$ cat src/rtl/eeprom_rd_ctrl.sv
// I2C master that random-reads NBYTES consecutive bytes from a 24C02-class EEPROM.
// Optional power-up auto-load is enabled by defining AUTO_LOAD_EN.
module eeprom_rd_ctrl #(
  parameter int         SYS_CLK_HZ = 50_000_000,
  parameter int         I2C_HZ     = 100_000,
  parameter logic [6:0] DEV_ADDR   = 7'h50,
  parameter logic [7:0] WORD_ADDR  = 8'h00,
  parameter int         NBYTES     = 2,
  parameter int         PWRUP_CYC  = 250_000
) (
  input  logic                  sclk,
  input  logic                  rst,
  input  logic                  rd_start,
  output logic                  rd_busy,
  output logic                  rd_done,
  output logic                  rd_err,
  output logic [8*NBYTES-1:0]   rd_data,
  output logic                  i2c_scl,
  output logic                  i2c_sda_oe,
  input  logic                  i2c_sda_i,
  output logic [3:0]            state_dbg
);

  localparam int DIV = SYS_CLK_HZ / (4 * I2C_HZ);
  localparam int TW  = (DIV > 1) ? $clog2(DIV) : 1;
  localparam int BW  = $clog2(NBYTES + 1);

  typedef enum logic [3:0] {
    IDLE, START, TX_DEVW, ACK_A, TX_WORD, ACK_B, RSTART,
    TX_DEVR, ACK_C, RX_BYTE, MACK, STOP, DONE
  } state_t;

  state_t              state, state_nx;
  logic [TW-1:0]       tick;
  logic [1:0]          phase;
  logic [2:0]          bit_cnt;
  logic [BW-1:0]       byte_cnt;
  logic [7:0]          rx_sh;
  logic [8*NBYTES-1:0] shadow;
  logic                nack;
  logic                start_req;
  logic                tick_last, bit_end, sample_pt;
  logic                scl_c, oe_c;
  logic [7:0]          tx_byte;

  // Handshake: rd_start is a one-cycle request honoured only in IDLE; rd_busy
  // covers START..STOP, and rd_done (with rd_err) pulses once in DONE.
`ifdef AUTO_LOAD_EN
  localparam int PW = $clog2(PWRUP_CYC + 1);
  logic [PW-1:0] pwr_cnt;
  logic          pwr_fired;

  always_ff @(posedge sclk) begin
    if (rst) begin
      pwr_cnt   <= '0;
      pwr_fired <= 1'b0;
    end else if (!pwr_fired) begin
      if (pwr_cnt == PW'(PWRUP_CYC - 1)) pwr_fired <= 1'b1;
      else                               pwr_cnt   <= pwr_cnt + 1'b1;
    end
  end

  assign start_req = pwr_fired ? rd_start : (pwr_cnt == PW'(PWRUP_CYC - 1));
`else
  logic [31:0] unused_pwrup;
  assign unused_pwrup = 32'(PWRUP_CYC);
  assign start_req    = rd_start;
`endif

  assign tick_last = (tick == TW'(DIV - 1));
  assign sample_pt = tick_last && (phase == 2'd2);
  assign bit_end   = tick_last && (phase == 2'd3);
  assign rd_busy   = (state != IDLE) && (state != DONE);
  assign rd_done   = (state == DONE);
  assign rd_err    = nack;
  assign state_dbg = state;

  always_ff @(posedge sclk) begin
    if (rst) state <= IDLE;
    else     state <= state_nx;
  end

  always_comb begin
    state_nx = state;
    scl_c    = 1'b1;
    oe_c     = 1'b0;
    tx_byte  = {DEV_ADDR, 1'b0};
    case (state)
      IDLE: if (start_req) state_nx = START;
      START: begin
        scl_c = (phase != 2'd3);
        oe_c  = phase[1];
        if (bit_end) state_nx = TX_DEVW;
      end
      TX_DEVW, TX_WORD, TX_DEVR: begin
        if (state == TX_WORD) tx_byte = WORD_ADDR;
        if (state == TX_DEVR) tx_byte = {DEV_ADDR, 1'b1};
        scl_c = (phase == 2'd1) || (phase == 2'd2);
        oe_c  = !tx_byte[3'd7 - bit_cnt];
        if (bit_end && bit_cnt == 3'd7)
          state_nx = (state == TX_DEVW) ? ACK_A : (state == TX_WORD) ? ACK_B : ACK_C;
      end
      ACK_A, ACK_B, ACK_C: begin
        scl_c = (phase == 2'd1) || (phase == 2'd2);
        if (bit_end) begin
          if (nack)                state_nx = STOP;
          else if (state == ACK_A) state_nx = TX_WORD;
          else if (state == ACK_B) state_nx = RSTART;
          else                     state_nx = RX_BYTE;
        end
      end
      // Repeated start: release SDA while SCL is low, then pull it low under high SCL.
      RSTART: begin
        scl_c = (phase == 2'd1) || (phase == 2'd2);
        oe_c  = phase[1];
        if (bit_end) state_nx = TX_DEVR;
      end
      RX_BYTE: begin
        scl_c = (phase == 2'd1) || (phase == 2'd2);
        if (bit_end && bit_cnt == 3'd7) state_nx = MACK;
      end
      MACK: begin
        scl_c = (phase == 2'd1) || (phase == 2'd2);
        oe_c  = (byte_cnt != BW'(NBYTES - 1));
        if (bit_end) state_nx = (byte_cnt == BW'(NBYTES - 1)) ? STOP : RX_BYTE;
      end
      STOP: begin
        scl_c = (phase != 2'd0);
        oe_c  = !phase[1];
        if (bit_end) state_nx = DONE;
      end
      DONE:    state_nx = IDLE;
      default: state_nx = IDLE;
    endcase
  end

  // Pin outputs are registered so SCL/SDA never glitch on state decode.
  always_ff @(posedge sclk) begin
    if (rst) begin
      tick       <= '0;
      phase      <= 2'd0;
      bit_cnt    <= 3'd0;
      byte_cnt   <= '0;
      rx_sh      <= 8'h00;
      shadow     <= '0;
      nack       <= 1'b0;
      rd_data    <= '0;
      i2c_scl    <= 1'b1;
      i2c_sda_oe <= 1'b0;
    end else begin
      i2c_scl    <= scl_c;
      i2c_sda_oe <= oe_c;
      if (state == IDLE || state == DONE) begin
        tick    <= '0;
        phase   <= 2'd0;
        bit_cnt <= 3'd0;
      end else begin
        tick <= tick_last ? '0 : tick + 1'b1;
        if (tick_last) phase <= phase + 1'b1;
        if (bit_end)   bit_cnt <= (state_nx == state) ? bit_cnt + 1'b1 : 3'd0;
      end
      if (state == IDLE && start_req) begin
        nack     <= 1'b0;
        byte_cnt <= '0;
      end
      if (sample_pt && (state == ACK_A || state == ACK_B || state == ACK_C) && i2c_sda_i)
        nack <= 1'b1;
      if (sample_pt && state == RX_BYTE) rx_sh <= {rx_sh[6:0], i2c_sda_i};
      if (bit_end && state == RX_BYTE && bit_cnt == 3'd7)
        shadow[{byte_cnt, 3'b000} +: 8] <= rx_sh;
      if (bit_end && state == MACK) byte_cnt <= byte_cnt + 1'b1;
      if (state == DONE && !nack) rd_data <= shadow;
    end
  end

endmodule

$ cat config.mk
export PLATFORM = sky130hd
export DESIGN_NAME = eeprom_rd_ctrl
export DESIGN_NICKNAME = d
export VERILOG_FILES = /design/src/rtl/eeprom_rd_ctrl.sv
export SDC_FILE = /design/constraint.sdc
export NUM_CORES = 1
export LEC_CHECK = 0
export ABC_AREA = 1
export BUFFER_PORTS_ARGS = -buffer_cell sky130_fd_sc_hd__buf_2
export CORE_ASPECT_RATIO = 1.25
export CORE_MARGIN = 5
export CORE_UTILIZATION = 30
export DETAILED_ROUTE_END_ITERATION = 12
export GPL_ROUTABILITY_DRIVEN = 1
export GPL_TIMING_DRIVEN = 0
export MAX_ROUTING_LAYER = met4
export SYNTH_ARGS = -nofsm -noshare
export SYNTH_HDL_FRONTEND = slang
export SYNTH_SLANG_ARGS = --single-unit
$ cat constraint.sdc
create_clock -name sclk -period 2.8 [get_ports sclk]
set_clock_uncertainty 0.1 [all_clocks]
set_input_delay 0.56 -clock sclk [delete_from_list [all_inputs] [get_ports sclk]]
set_output_delay 0.56 -clock sclk [all_outputs]
set_load 0.1 [all_outputs]
==> results of run 1 <==
-- synth_stat cells, drive strengths merged, types with 2 or more instances --
cell    count  area share
a21oi      53       0.092
buf         5      0.0098
clkbuf      6      0.0077
dfxtp      61        0.42
ha         10       0.043
inv        35       0.046
nand2     106        0.15
nand3      59        0.12
nand4       2      0.0043
nor2       33       0.058
nor3        3      0.0090
o21ai       9       0.017
xor2        2      0.0060
-- area by class of cell --
cell class,instances,area [um2]
sequential,61,1220
buffer,11,51.3
clock inverter,4,95.1
fill,984,5980
multi-input combinational,287,1530
inverter,36,138
tap,126,158
clock buffer,11,253
timing repair buffer,27,135
-- cells by family after synthesis --
logic type / after synthesis / share of synthesized area
and+or+nand+nor: 204 / 0.336
DFF: 61 / 0.417
buffers and inverters: 47 / 0.0645
AOI/OAI and AO/OA: 70 / 0.130
xor gates and xnor gates: 3 / 0.00898
adders and majority gates: 10 / 0.0427
-- worst min-delay path by stage --
stage,depth (start not counted),start,endpoint,slack [ns]
3_5_place_dp,2,rd_data[7]$_SDFFE_PP0P_,rd_data[7]$_SDFFE_PP0P_,0.35
3_3_place_gp,1,tick[0]$_SDFF_PP0_,tick[0]$_SDFF_PP0_,0.34
6_report,2,rd_data[5]$_SDFFE_PP0P_,rd_data[5]$_SDFFE_PP0P_,0.36
2_1_floorplan,1,tick[0]$_SDFF_PP0_,tick[0]$_SDFF_PP0_,0.33
4_1_cts,2,rd_data[5]$_SDFFE_PP0P_,rd_data[5]$_SDFFE_PP0P_,0.36
5_1_grt,2,rd_data[2]$_SDFFE_PP0P_,rd_data[2]$_SDFFE_PP0P_,0.38
-- where the power goes --
| part | leakage, nW | total (W) | internal [W] | switching, W |
|---|---|---|---|---|
| logic | 0.791 | 0.0000836 | 0.0000166 | 0.0000670 |
| registers | 0.492 | 0.000877 | 0.000872 | 0.00000484 |
| clock network | 0.172 | 0.00129 | 0.000910 | 0.000383 |
-- state kept, by name (all words and copies together), names as in the netlist --
signal,flops
bit_cnt,3
phase,2
shadow,16
byte_cnt,2
i2c_scl,1
i2c_sda_oe,1
rx_sh,8
rd_err,1
rd_data,16
state_dbg,4
tick,7
-- repair_timing --
action / in CTS / in global routing
endpoints found under the setup margin: 1 / 0
endpoints found under the hold margin: 0 / 0
gates resized for setup: 1 / 0
-- per-stage QoR --
step / setup slack, ns / hold slack (ns) / util
3_5_place_dp: 0.266 / 0.351 / 0.338
4_1_cts: 0.113 / 0.358 / 0.375
2_1_floorplan: -0.0317 / 0.330 / -
5_1_grt: 0.00688 / 0.379 / 0.375
6_report: 0.0933 / 0.355 / 0.375
3_3_place_gp: 0.260 / 0.342 / 0.338
-- routing by layer --
metal	track usage	wire (um)
met5	-	0
met4	0.0675	247
met3	0.0271	412
met2	0.206	3300
met1	0.148	3090
-- worst max-delay path: cells and delay by family, from the launching register on --
family                 cells  cell delay, ns
buffers and inverters      3            0.80
and+or+nand+nor            2            0.49
DFF                        1            0.42
==> impl_metrics.ini, run 1 <==
[critical_path]
worst_setup_start_kind = flop
worst_setup_path_endpoint = rd_done
cell_with_the_largest_stage_delay_on_the_worst_path = sky130_fd_sc_hd__buf_2
critical_path_capture_point_type = primary output
worstSetupStartpoint = state_dbg[1]$_SDFF_PP0_
timing.reg2reg.setup_slack_ns = 0.72
worst_r2r_path_depth = 13
required_ns = 2.14
worstReg2RegEnd = bit_cnt[1]$_SDFFE_PP0P_
timing.critical_path.cells = nor2_2 > inv_2 > nor2_4 > buf_2 > buf_2
worstPathMaxFanout = 10
critPathArrivalTime_ns = 2.05
worst_path_largest_cell_delay_ns = 0.46
crit_top_cell = sky130_fd_sc_hd__buf_2
setup.worst_path.class = flop to primary output
worst_r2r_startpoint = state_dbg[1]$_SDFF_PP0_

[timing]
fmax_ghz = 0.369
setup_viol_count_final = 0
fin_crit_ns = 2.71
post-route-period-util = 0.967
fin_setup_tns_ns = 0
slew-limit-headroom = 0.444
hold_violations = 0
finalMaxSlewViolations = 0
grt_setup_unrepaired = no
worstMarginPinSlew_ns = 0.827

[logic_synthesis]
synthesis.area_mm2 = 0.00293
synth_warnings = 0
ys_types = 38
synth_async_sr_flop_share = 0
synth_flop_cell = sky130_fd_sc_hd__dfxtp_1
post_synth_edffs = 0
synthesis.instances = 395
ys_seq_elements = 61
sequential_to_total_area_share_from_yosys_stat = 0.417
synth.net_count = 409
avgSynthCellArea_um2 = 7.41

[clock_network]
clock_buffer_count_from_cts = 9
cts.sinks = 61
clockBufferDepth = 2
post_cts.repair.setup_buffers = 0
worst_setup_hold_path_clk_slew_ns = 0.05
post_cts_hold_fix_bufs = 0
ctsHtreeMaxLevel = 3
clock_latency_on_the_worst_skew_pair_ns = 0.32
cts_root_buf = sky130_fd_sc_hd__clkbuf_16
tritoncts = done

[drt]
detailroute.via_count = 2660
routed_via_density = 4.72
drt_first_iter_violations = 149
antenna_violating_nets_post_route = 0
wl_per_cell_um = 12.5
routed_wirelength_um = 7050
drtPass1Iterations = 5
drc = 0

[grt]
wire_length_of_the_first_global_routing_pass_um = 11900
largest_net_degree_at_the_start_of_global_routing = 11
grt_pass1_vias = 2496
grt.total_usage = 0.127
grt_antenna_before_repair = 0
gr-total-overflow = 0

[final_layout]
final_common_cell = sky130_fd_sc_hd__nand2_1
highest_count_cells_in_the_layout_ignoring_fill_and_taps = sky130_fd_sc_hd__nand2_1 (94), sky130_fd_sc_hd__dfxtp_1 (61), sky130_fd_sc_hd__nand3_1 (52), sky130_fd_sc_hd__a21oi_1 (52), sky130_fd_sc_hd__buf_2 (29)
area_growth_syn_to_layout_pct = 22.3
final-instance-count-excl-fill = 563
drive_above_1_share = 0.206
finalNetCount = 447
insertedDiodeCount = 0
post-route-cell-area_mm2 = 0.00358

[power_and_ir_drop]
pwr_density_cell_mw_per_mm2 = 629
design_power_total_w = 0.00225
standby_leakage_power_nw = 1.45
vdd_drop_max_v = 0.000274

[floorplanning]
effective_utilization_at_floorplan = 0.306
die_area_mm2 = 0.0118
floorplan.die.width_um = 98.4
chipHeight_um = 120
row_count = 40
coreArea_mm2 = 0.00956
boundaryPins = 29

[place]
portBuffers = 27
dp_hpwl_um = 5240
placed_instance_area_mm2 = 0.00323
gp_congestion = 0.902
dp.cells = 548

[hold_path]
min_delay_path_class = flop to flop

[job]
max_cap_violations = 0

[outcome]
run_status = complete, no violations
(Power assumes the default switching activity.)
==> run 2: changes to the inputs <==
Settings changed: CELL_PAD_IN_SITES_DETAIL_PLACEMENT from default to 0, CELL_PAD_IN_SITES_GLOBAL_PLACEMENT from default to 2, CORE_UTILIZATION 30 to 35, PLACE_DENSITY_LB_ADDON from default to 0.1.
==> run 2 against run 1 <==
Design area shrank 4.0%. Die area shrank 13%. Largest power group is now registers. Worst setup slack gained 0.15 ns.
==> impl_metrics.ini, run 2 (synthesis gave the netlist of run 1 again) <==
[outcome]
run_status = complete, no violations

[job]
max_cap_violations = 0

[drt]
detailroute.via_count = 2638
routed_via_density = 4.89
drtPass1Iterations = 4
drt_first_iter_violations = 143
antenna_violating_nets_post_route = 0
wl_per_cell_um = 14.2
routed_wirelength_um = 7650
drc = 0

[clock_network]
worst_setup_hold_path_clk_slew_ns = 0.07
tritoncts = done
cts.sinks = 61
ctsHtreeMaxLevel = 3
clockBufferDepth = 2
post_cts_hold_fix_bufs = 0
clock_buffer_count_from_cts = 9
cts_root_buf = sky130_fd_sc_hd__clkbuf_8
clock_latency_on_the_worst_skew_pair_ns = 0.34

[critical_path]
worst_r2r_path_depth = 5
timing.reg2reg.setup_slack_ns = 0.65
worstSetupStartpoint = state_dbg[1]$_SDFF_PP0_
worstReg2RegEnd = shadow[4]$_SDFFE_PP0P_
worst_r2r_startpoint = byte_cnt[0]$_SDFFE_PP0P_
critical_path_capture_point_type = primary output
critPathArrivalTime_ns = 1.89
required_ns = 2.14
worstPathMaxFanout = 8
setup.worst_path.class = flop to primary output
worst_setup_start_kind = flop

[final_layout]
area_growth_syn_to_layout_pct = 17.4
biggestRegsByFlops = rd_data x16, shadow x16, rx_sh x8
finalNetCount = 451
post-route-util = 0.419
final_common_cell = sky130_fd_sc_hd__nand2_1
insertedDiodeCount = 0
final-instance-count-excl-fill = 539
highest_count_cells_in_the_layout_ignoring_fill_and_taps = sky130_fd_sc_hd__nand2_1 (94), sky130_fd_sc_hd__dfxtp_1 (61), sky130_fd_sc_hd__nand3_1 (52), sky130_fd_sc_hd__a21oi_1 (52), sky130_fd_sc_hd__buf_2 (28)
drive_above_1_share = 0.215

[timing]
slew-limit-headroom = 0.347
post-route-period-util = 0.911
fmax_ghz = 0.392
worstMarginPinSlew_ns = 0.973
grt_setup_unrepaired = no
setup_viol_count_final = 0
finalMaxSlewViolations = 0
worst_slack_ns = 0.248
hold_violations = 0
fin_crit_ns = 2.55

[floorplanning]
die_area_mm2 = 0.0103
effective_utilization_at_floorplan = 0.357
row_count = 37
boundaryPins = 29
coreArea_mm2 = 0.00819
floorplan.die.width_um = 91.8
chipHeight_um = 112

[grt]
grt_antenna_before_repair = 0
grt.total_usage = 0.164
largest_net_degree_at_the_start_of_global_routing = 13
gr-total-overflow = 0
grt_pass1_vias = 2601
wire_length_of_the_first_global_routing_pass_um = 12900

[power_and_ir_drop]
pwr_density_cell_mw_per_mm2 = 519
standby_leakage_power_nw = 1.41
vdd_drop_max_v = 0.000238

[hold_path]
holdCritStartpoint = rd_data[0]$_SDFFE_PP0P_
min_delay_path_class = flop to flop
timing.hold.worst_path_depth = 2
min_delay_worst_endpoint = rd_data[0]$_SDFFE_PP0P_

[place]
placement.setup.worst_slack_ns = 0.215
dp.cells = 519
gp_congestion = 0.833
dp_hpwl_um = 5790
portBuffers = 27
==> run 2: power breakdown <==
part | internal (W) | switching (W)
sequential | 0.000870 | 0.00000469
clock | 0.000443 | 0.000380
combinational | 0.0000166 | 0.0000683
==> run 2: through the flow <==
step	hold slack (ns)	area [um2]	power (W)	setup TNS [ns]
5_1_grt	0.385	3440	0.00187	0
6_report	0.357	3440	0.00178	0
4_1_cts	0.362	3400	0.00181	0
2_1_floorplan	0.330	2940	0.000959	-0.0317
3_5_place_dp	0.350	3190	0.000980	0
3_3_place_gp	0.347	3190	0.000980	0
==> run 2: final cells by class <==
type                            count  area [um2]
Clock buffer                       10         138
Timing Repair Buffer               31         168
Fill cell                         895        4760
Inverter                           36         138
Multi-Input combinational cell    287        1530
Buffer                             11        51.3
Tap cell                           97         121
Clock inverter                      6        70.1
Sequential cell                    61        1220
==> run 2: how the worst max path moves through the flow <==
stage	to	slack, ns	cells after the start
floorplan	rd_done	-0.03	4
global placement	rd_done	0.19	5
detailed placement	rd_done	0.21	5
CTS	rd_done	0.03	5
global route	rd_done	0.13	5
finish	rd_busy	0.25	6
==> run 2: critical path, stage by stage, from the launching register on <==
cell and delay, ns:
sky130_fd_sc_hd__dfxtp_1 0.53, sky130_fd_sc_hd__nor2_2 0.11, sky130_fd_sc_hd__inv_2 0.12, sky130_fd_sc_hd__nor2_4 0.08
sky130_fd_sc_hd__buf_4 0.16, sky130_fd_sc_hd__nor2_4 0.12, sky130_fd_sc_hd__buf_2 0.43
==> run 2: routing by layer <==
metal	part of all wire	GRT usage	up-vias	wire length, um
li1	-	-	1397	-
met1	0.43	0.186	1182	3310
met2	0.52	0.289	52	3970
met3	0.035	0.0248	7	266
met4	0.013	0.0624	0	99
met5	0	-	-	0
==> run 2: what timing repair did <==
| action | in CTS | in global routing |
|---|---|---|
| setup endpoints to repair | 1 | 1 |
| pin swaps | 0 | 1 |
| cloned | 0 | 0 |
| hold endpoints to repair | 0 | 0 |
| resized for setup | 1 | 1 |
| setup buffers | 0 | 4 |
==> run 3: changes to the inputs <==
Settings changed: RECOVER_POWER from default to 50.
==> run 3 against run 2 <==
Largest power group unchanged. Core utilization shrank 0.81 points. Worst hold slack gained 0.0032 ns. Fmax shrank 2.3%. Wire length grew 0.77%. Count of clock-buffer cells in the layout is the same. Clock power is essentially flat. Register-to-register slack lost 0.22 ns. Cell count is the same. Non-clock buffer count is the same.
==> impl_metrics.ini, run 3 (synthesis gave the netlist of run 1 again) <==
[timing]
fin_crit_ns = 2.61
post-route-period-util = 0.933
worstMarginPinSlew_ns = 1.17
grt_setup_unrepaired = no
setup_viol_count_final = 0
finalMaxSlewViolations = 0
hold_violations = 0
slew-limit-headroom = 0.223
fmax_ghz = 0.383

[drt]
routed_wirelength_um = 7710
detailroute.via_count = 2657
routed_via_density = 4.93
antenna_violating_nets_post_route = 0
wl_per_cell_um = 14.3
drc = 0
drtPass1Iterations = 5
drt_first_iter_violations = 136

[final_layout]
finalNetCount = 451
insertedDiodeCount = 0
drive_above_1_share = 0.149
area_growth_syn_to_layout_pct = 15.1
biggestRegsByFlops = rd_data x16, shadow x16, rx_sh x8
post-route-util = 0.411
post-route-cell-area_mm2 = 0.00337
final_common_cell = sky130_fd_sc_hd__nand2_1
highest_count_cells_in_the_layout_ignoring_fill_and_taps = sky130_fd_sc_hd__nand2_1 (96), sky130_fd_sc_hd__dfxtp_1 (61), sky130_fd_sc_hd__nand3_1 (53), sky130_fd_sc_hd__a21oi_1 (53), sky130_fd_sc_hd__clkbuf_1 (27)

[power_and_ir_drop]
internal_dissipation_w = 0.00133
pwr_density_cell_mw_per_mm2 = 528
seq_power_share = 0.491
clockPowerShare = 0.462
standby_leakage_power_nw = 1.32
total_switching_power_w = 0.000452
vdd_drop_max_v = 0.000225
p_sw_frac = 0.254
combPwrFrac = 0.047

[grt]
largest_net_degree_at_the_start_of_global_routing = 13
grt_antenna_before_repair = 0
wire_length_of_the_first_global_routing_pass_um = 12900
grt_pass1_vias = 2601
grt.total_usage = 0.164
gr-total-overflow = 0

[hold_path]
holdCritStartpoint = rd_data[8]$_SDFFE_PP0P_
timing.hold.worst_path_depth = 2
min_delay_path_class = flop to flop
min_delay_worst_endpoint = rd_data[8]$_SDFFE_PP0P_

[critical_path]
worst_r2r_startpoint = tick[0]$_SDFF_PP0_
timing.reg2reg.setup_slack_ns = 0.43
critical_path_capture_point_type = primary output
required_ns = 2.14
setup.worst_path.class = flop to primary output
worst_setup_start_kind = flop
critPathArrivalTime_ns = 1.95
worstPathMaxFanout = 8
worstReg2RegEnd = shadow[4]$_SDFFE_PP0P_
worst_r2r_path_depth = 10

[floorplanning]
die_area_mm2 = 0.0103
effective_utilization_at_floorplan = 0.357
chipHeight_um = 112
row_count = 37
floorplan.die.width_um = 91.8
boundaryPins = 29
coreArea_mm2 = 0.00819

[place]
dp_hpwl_um = 5790
portBuffers = 27
gp_congestion = 0.833
placed_instance_area_mm2 = 0.00319

[clock_network]
tritoncts = done
clock_latency_on_the_worst_skew_pair_ns = 0.34
cts.sinks = 61
cts_root_buf = sky130_fd_sc_hd__clkbuf_8
clockBufferDepth = 2
ctsHtreeMaxLevel = 3
clock_buffer_count_from_cts = 9
worst_setup_hold_path_clk_slew_ns = 0.07

[outcome]
run_status = complete, no violations

[job]
max_cap_violations = 0
-- run 3: cell types whose count changed in the layout (fill, tap and decap cells not counted), moves of 2 or more --
cell,delta
sky130_fd_sc_hd__buf_2,-20
sky130_fd_sc_hd__buf_4,-2
sky130_fd_sc_hd__clkbuf_1,+21
sky130_fd_sc_hd__nand2_1,+2
sky130_fd_sc_hd__nand2_2,-2
sky130_fd_sc_hd__nor2_1,+3
sky130_fd_sc_hd__nor2_2,-2
-- run 3: through the flow --
step | cells | TNS (ns) | worst slack [ns] | hold slack (ns) | total power (W)
4_1_cts | 535 | 0 | 0.0259 | 0.362 | 0.00181
6_report | 539 | 0 | 0.189 | 0.361 | 0.00178
5_1_grt | 539 | 0 | 0.0729 | 0.386 | 0.00187
2_1_floorplan | 395 | -0.0317 | -0.0317 | 0.330 | 0.000959
3_5_place_dp | 519 | 0 | 0.215 | 0.350 | 0.000980
3_3_place_gp | 519 | 0 | 0.191 | 0.347 | 0.000980
-- run 3: what timing repair did --
item | 4_1_cts | 5_1_grt
hold buffers | 0 | 0
cloned | 0 | 0
setup endpoints to repair | 1 | 1
pin swaps | 0 | 1
buffers inserted | 0 | 4
gates resized for setup | 1 | 1
endpoints found under the hold margin | 0 | 0
-- run 3: worst max path at each step --
stage	start	to	slack, ns	cells after the start
after floorplan	state_dbg[3]$_SDFF_PP0_	rd_done	-0.03	4
after global placement	state_dbg[1]$_SDFF_PP0_	rd_done	0.19	5
after detailed placement	state_dbg[1]$_SDFF_PP0_	rd_done	0.21	5
after CTS	state_dbg[1]$_SDFF_PP0_	rd_done	0.03	5
after global routing	state_dbg[1]$_SDFF_PP0_	rd_busy	0.07	6
final	state_dbg[1]$_SDFF_PP0_	rd_busy	0.19	6
-- run 3: area by class of cell --
type | count | area (um2)
timing repair buffer | 31 | 139
multi-input combinational | 287 | 1490
clock inverter | 6 | 70.1
sequential | 61 | 1220
tap | 97 | 121
inverter | 36 | 138
fill | 910 | 4820
clock buffer | 10 | 138
buffer | 11 | 51.3
-- run 3: metal layers --
layer,part of all wire,GRT usage
met5,0,-
met4,0.015,0.0624
met3,0.034,0.0248
met2,0.52,0.289
met1,0.43,0.186
-- run 3: power groups by stage --
stage / sequential [W] / combinational [W] / clock, W
after global placement: 0.000895 / 0.0000855 / 0
after detailed placement: 0.000895 / 0.0000852 / 0
after floorplan: 0.000908 / 0.0000501 / 0
final: 0.000874 / 0.0000840 / 0.000823
after global routing: 0.000875 / 0.0000926 / 0.000899
after CTS: 0.000874 / 0.0000862 / 0.000853
-- run 3: critical path: stages (launching register included) --
cell	delay, ns
sky130_fd_sc_hd__dfxtp_1	0.51
sky130_fd_sc_hd__nor2_1	0.14
sky130_fd_sc_hd__inv_2	0.13
sky130_fd_sc_hd__nor2_4	0.08
sky130_fd_sc_hd__clkbuf_1	0.17
sky130_fd_sc_hd__nor2_4	0.15
sky130_fd_sc_hd__buf_2	0.43
